==> src/rtl/mips_pkg.sv <==
// Shared definitions for the five-stage MIPS core: bubble encoding, PC step
// and the fetch-stage state type.
package mips_pkg;

    localparam logic [31:0] NOP    = 32'h0000_0000;
    localparam logic [31:0] PC_INC = 32'd4;

    // REQ: request in flight for pc; HOLD: stalled word buffered;
    // DROP: waiting out a request made stale by a redirect.
    typedef enum logic [1:0] {
        REQ  = 2'd0,
        HOLD = 2'd1,
        DROP = 2'd2
    } fetch_state_t;

endpackage

==> src/rtl/if_fetch.sv <==
// Instruction-fetch stage: owns the PC, drives the instruction-memory request
// port and presents each fetched word with PC+4 to the IF/ID register.
module if_fetch
    import mips_pkg::*;
#(
    parameter logic [31:0] RESET_PC = 32'h0000_0000
) (
    input  logic        clk,
    input  logic        rst,
    input  logic        stall,
    input  logic        redirect,
    input  logic [31:0] redirect_pc,
    output logic        imem_req,
    output logic [31:0] imem_addr,
    input  logic [31:0] imem_rdata,
    input  logic        imem_ready,
    output logic [31:0] IF_ra,
    output logic [31:0] IF_ins,
    output logic        IF_busy
);

    fetch_state_t state_q, state_d;
    logic [31:0]  pc_q, pc_d;
    logic [31:0]  ins_buf_q, ins_buf_d;
    logic [31:0]  drop_addr_q, drop_addr_d;

    logic [31:0]  pc_inc;
    logic         ins_valid;
    logic [31:0]  ins_data;
    logic         present;
    logic         outstanding;
    logic         unused_rpc_lo;

    // Wraps modulo 2^32; IF_ra shares this sum.
    assign pc_inc        = pc_q + PC_INC;
    assign unused_rpc_lo = ^redirect_pc[1:0];

    // NOTE: every variable assigned in always_comb gets a default first, so no
    // path through the case statements can leave it unassigned and infer a latch.
    always_comb begin
        ins_valid = 1'b0;
        ins_data  = NOP;
        imem_req  = 1'b1;
        imem_addr = pc_q;
        unique case (state_q)
            REQ: begin
                ins_valid = imem_ready;
                ins_data  = imem_rdata;
            end
            HOLD: begin
                ins_valid = 1'b1;
                ins_data  = ins_buf_q;
                imem_req  = 1'b0;
            end
            DROP: begin
                imem_addr = drop_addr_q;
            end
            default: begin
                ins_valid = 1'b0;
            end
        endcase
    end

    // The redirect cycle is always a bubble, even when a word is available.
    assign present     = ins_valid && !redirect;
    assign IF_ins      = present ? ins_data : NOP;
    assign IF_ra       = present ? pc_inc : 32'h0;
    assign IF_busy     = !present;
    assign outstanding = imem_req && !imem_ready;

    always_comb begin
        state_d     = state_q;
        pc_d        = pc_q;
        ins_buf_d   = ins_buf_q;
        drop_addr_d = drop_addr_q;
        if (redirect) begin
            pc_d = {redirect_pc[31:2], 2'b00};
            if (outstanding) begin
                // The first stale address must be waited out, not a later one.
                if (state_q != DROP) begin
                    drop_addr_d = imem_addr;
                end
                state_d = DROP;
            end else begin
                state_d = REQ;
            end
        end else begin
            unique case (state_q)
                REQ: begin
                    if (imem_ready) begin
                        if (stall) begin
                            ins_buf_d = imem_rdata;
                            state_d   = HOLD;
                        end else begin
                            pc_d = pc_inc;
                        end
                    end
                end
                HOLD: begin
                    if (!stall) begin
                        pc_d    = pc_inc;
                        state_d = REQ;
                    end
                end
                DROP: begin
                    if (imem_ready) begin
                        state_d = REQ;
                    end
                end
                default: begin
                    state_d = REQ;
                end
            endcase
        end
    end

    // NOTE: sequential state uses non-blocking assignments so every register
    // samples the pre-edge values regardless of statement order.
    always_ff @(posedge clk) begin
        if (rst) begin
            state_q     <= REQ;
            pc_q        <= RESET_PC;
            ins_buf_q   <= NOP;
            drop_addr_q <= 32'h0;
        end else begin
            state_q     <= state_d;
            pc_q        <= pc_d;
            ins_buf_q   <= ins_buf_d;
            drop_addr_q <= drop_addr_d;
        end
    end

endmodule
==> config.mk <==
export PLATFORM = sky130hd
export DESIGN_NAME = if_fetch
export DESIGN_NICKNAME = d
export VERILOG_FILES = /design/src/rtl/mips_pkg.sv /design/src/rtl/if_fetch.sv
export SDC_FILE = /design/constraint.sdc
export NUM_CORES = 1
export LEC_CHECK = 0
export CAP_MARGIN = 10
export CELL_PAD_IN_SITES_DETAIL_PLACEMENT = 1
export CELL_PAD_IN_SITES_GLOBAL_PLACEMENT = 1
export CORE_MARGIN = 2
export CORE_UTILIZATION = 30
export CTS_CLUSTER_DIAMETER = 60
export DETAILED_ROUTE_END_ITERATION = 8
export GPL_ROUTABILITY_DRIVEN = 0
export PLACE_DENSITY = 0.82
export SLEW_MARGIN = 20
export SYNTH_ARGS = -nofsm -noshare
export SYNTH_HDL_FRONTEND = slang
export SYNTH_SLANG_ARGS = --single-unit
==> constraint.sdc <==
create_clock -name clk -period 2 [get_ports clk]
set_clock_uncertainty 0.1 [all_clocks]
set_input_delay 0.3 -clock clk [delete_from_list [all_inputs] [get_ports clk]]
set_output_delay 0.3 -clock clk [all_outputs]
set_load 0.02 [all_outputs]
### Yosys cells after proc, flatten, opt, wreduce, memory -nomap -nowiden

Cells that the tools add are included.

| word-level totals | value |
|---|---|
| register bits | 98 |
| input port bits | 69 |
| output and inout bits | 98 |
| word-level logic and storage cells | 46 |

| operators by class | value |
|---|---|
| add/subtract/negate cells | 1 |
| equal/unequal tests | 8 |
| multiplexer cells | 17 |
| bitwise gates (word level) | 1 |
| reductions and logical operators | 14 |

Operators with widths:

| cell | number |
|---|---|
| 32-bit 2-to-1 mux | 6 |
| 32-bit one-hot mux with 2 select lines | 2 |
| 32-bit by 3-bit adder with 32-bit output, second input constant | 1 |
| 2-bit 2-to-1 mux | 6 |
| 3-bit != test, second input constant | 4 |
| 4-bit AND reduction | 2 |
| 2-bit one-hot mux with 3 select lines | 1 |
| 2-bit != test, second input constant | 2 |
| 2-bit AND reduction | 2 |
| 1-bit zero test | 3 |
| 3-bit AND reduction | 1 |
| 3-bit nonzero test | 1 |
| 2-bit by 1-bit equality test with 1-bit output, second input constant | 1 |
| 2-bit equality test, second input constant | 1 |
| 1-bit logical AND | 2 |
| 2-bit zero test | 1 |
| 1-bit one-hot mux with 2 select lines | 1 |
| 2-bit nonzero test | 1 |
| 2-bit OR reduction | 1 |
| 1-bit 2-to-1 mux | 1 |
| 1-bit NOT | 1 |

### Depth between registers and ports, before layout

| logic depth | value |
|---|---|
| word-level depth | 5 |
| depth in mapped cells | 8 |
| depth with buffers taken out | 6 |

### Least setup slack after synthesis

OpenSTA, ideal clock, no wires.

| timing | value |
|---|---|
| path type | reg-to-output |
| start point | register pc_q[2] |
| end point | output IF_ra[28] |
| arrival time | 1.941 ns |
| data required time | 1.600 ns |
| path slack | -0.341 ns |
| stages on the path, launching flop included | 7 |
| path buffers | 0 |
| cell sequence | dfxtp_1 > ha_1 > nand3_2 > nor4_4 > nand4_1 > xor2_1 > nor2_1 |

| on the way | value |
|---|---|
| longest elaborated chain between the ends | 2 |

Ends and longest elaborated chain:

| what | line | RTL |
|---|---|---|
| from (decl) | if_fetch.sv:23 | `logic [31:0] pc_q, pc_d;` |
| from (signal assigned) | if_fetch.sv:127 | `pc_q <= pc_d;` |
| 32-bit by 3-bit adder with 32-bit output | if_fetch.sv:35 | `assign pc_inc = pc_q + PC_INC;` |
| 32-bit 2-to-1 mux | if_fetch.sv:67 | `assign IF_ra = present ? pc_inc : 32'h0;` |
| to (decl) | if_fetch.sv:17 | `output logic [31:0] IF_ra,` |

Every way passes these cells.

### Final worst setup path

| timing | value |
|---|---|
| start point | register pc_q[7] |
| end point | output IF_ra[18] |

Same word-level chain as after synthesis.

==> results_dict.tcl <==
set metrics [dict create \
    syn_avg_cell_area_um2 7.574 \
    ys_ff_latch 96 \
    worstPathMaxFanout 5 \
    io_pins 167 \
    syn-instance-count 692 \
    hold_viol 0 \
    drt_pre_antenna_iters 5 \
    cts_max_level 3 \
    syn2layout_area_growth_pct 86.70 \
    clk-insertion-delay-late_ps 360 \
    fin_area_um2 9786 \
    rows 48 \
    grt_pass1_wl_mm 35.03 \
    place_inst 1113 \
    routed_wl_mm 26.61 \
    netlist.area_leader.share_pct 36.67 \
    min_period_over_period_pct 127.2 \
    fin_nets 1023 \
    rsz0062_at_grt "true" \
    numCtsBuffers 9 \
    grt_overflow 0 \
    postRouteAntennaNets 0 \
    arrival_ps 2140 \
    worstMarginPinSlew_ps 510.1 \
    endpoint_kind "output port" \
    drv_cap 0 \
    clock-sinks 96 \
    routedWlPerCell_um 22.49 \
    yosysSeqAreaShare_pct 36.67 \
    root_buffer "clkbuf_16" \
    layout_common_cells "nand2_1 (139), buf_4 (120), buf_6 (84)" \
    max_freq_mhz 393.0 \
    drc 0 \
    grt_max_degree 97 \
    synth-main-ff-cell "dfxtp_1" \
    final_cell_count_no_fill 1183 \
    syn_area_um2 5241 \
    power.density_nw_per_um2 533.8 \
    cts_tree "done" \
    grt_use_total_pct 24.59 \
    synth_area_leaders "dfxtp_1 (37%), nand2_1 (10%), a21oi_1 (7.3%)" \
    core_region_area_um2 17180 \
    period_needed_ps 2545 \
    yosysUniqueCellTypes 47 \
    leakagePower_nw 3.766 \
    setup_viol 63 \
    vdd_drop_max_v 0.0004313 \
    start_util_pct 30.51 \
    holdBufCountCts 0 \
    drive_gt1_share_pct 46.08 \
    critPathLaunchType "register" \
    die_w_um 136.2 \
    hold_class "input port to register" \
    worst_slack_ps -544.6 \
    worstSetupPathType "register to output port" \
    post-dp-hpwl_mm 13.79 \
    yosysWarnings 0 \
    synth_top_area_cell "dfxtp_1" \
    first_iter_violations 365 \
    maxSlewHeadroom_pct 65.77 \
    post_dp_cell_area_um2 7802 \
    clk_pin_slew_ps 80 \
    dieArea_um2 18540 \
    cp.required_ps 1600 \
    antenna_found_initial 1 \
    status "complete, but fails checks" \
    cts_buffer_depth 2 \
    violations "setup timing" \
    r2r_slack_ps -290 \
    final_common_cell "nand2_1" \
    maxSlewViolCount 0 \
    die_h_um 136.2 \
    io_buffer_count 162 \
    synth-edff-count 0 \
    timing.hold.ws_ps 250.6 \
    vias 6365 \
    grt_pass1_vias 6393 \
    ys_async_sr_fraction_pct 0 \
    vias_per_cell 5.380 \
]
per-stage QoR:
step	total power [W]	worst slack [ps]	TNS (ps)	util [%]
after floorplan	0.002608	-68.44	-88.57	-
after detailed placement	0.003188	-567.0	-53900	45.43
after global routing	0.005384	-622.0	-19420	56.97
after global placement	0.003167	-512.5	-48160	45.43
final	0.005223	-544.6	-15420	56.97
after CTS	0.004939	-480.1	-12880	50.08
registers in the layout, summed over array words and instances (netlist names):
name / flops
state_q: 2
pc_q: 30
ins_buf_q: 32
drop_addr_q: 32
per-layer routing:
metal  routed length, µm  track usage (%)  vias to the layer above
met5                   0                0                        -
met4                1096            10.36                        0
met3                1717            5.667                       85
met2               13710            43.61                      278
met1               10080            28.28                     3134
li1                    -                -                     2868
layout make-up:
class	instances	area [µm²]
inverters	5	18.77
flip-flops and latches	96	1947
diodes	1	2.502
clock inverters	5	33.78
fillers	1913	7391
well taps	225	281.5
clock buffers	10	239.0
multi-input cells	530	3998
repair buffers	311	3266
synthesized netlist by cell type, types with 3 or more instances:
master	instances
nand3_1	9
a31oi_1	11
nor2b_1	5
mux2_2	28
nor4_1	4
xnor2_1	8
nor2_1	89
and2_1	13
inv_1	4
and3_1	4
o21ai_0	9
o22ai_1	11
o311ai_0	4
nor3b_1	3
nor3_1	8
nand2_1	143
mux2i_1	32
nand4_1	11
a21oi_1	76
or3_1	5
xor2_1	22
a22oi_1	9
buf_2	9
dfxtp_1	96
clkbuf_1	49
a221oi_1	3
worst max-delay path, stage by stage, from the launching register on:
cell,delay [ps]
dfxtp_2,380
nand4_4,150
buf_6,160
nor4_4,310
buf_4,180
buf_6,130
nand3_4,80
xor2_2,160
nor2_2,100
buf_6,120
kinds of logic (layout without fill, tap and decap cells):
group           after synthesis  after routing  synth area share, %
mux                          60             60                12.13
fa+ha+maj                     1              1               0.2387
flops                        96             96                36.67
buf+inv                      67            331                5.156
other cells                   1              3              0.07155
compound gates              130            130                14.23
xor+xnor                     30             30                5.013
simple gates                307            307                26.50
timing repair:
action | 4_1_cts | 5_1_grt
hold endpoints to repair | 0 | 0
pin swaps | 24 | 43
resized for setup | 553 | 253
cloned | 4 | 5
endpoints found under the setup margin | 135 | 142
buffers inserted | 32 | 22
path summary, 6_finish.rpt:
| path | from | end | depth (start not counted) |
|---|---|---|---|
| max | pc_q[7] | IF_ra[18] | 9 |
| min | rst | pc_q[27] | 3 |
| max reg2reg | pc_q[7] | pc_q[15] | 6 |
| min reg2reg | ins_buf_q[2] | ins_buf_q[2] | 2 |
report_power, final:
group          switching, W  total [W]  leakage [nW]  internal (W)
clock              0.000819    0.00169         0.130      0.000871
combinational      0.000761    0.00148          2.85      0.000720
sequential        0.0000635    0.00205         0.789       0.00199
total               0.00164    0.00522          3.77       0.00358
Note: power is estimated with default switching activity, not from simulation.
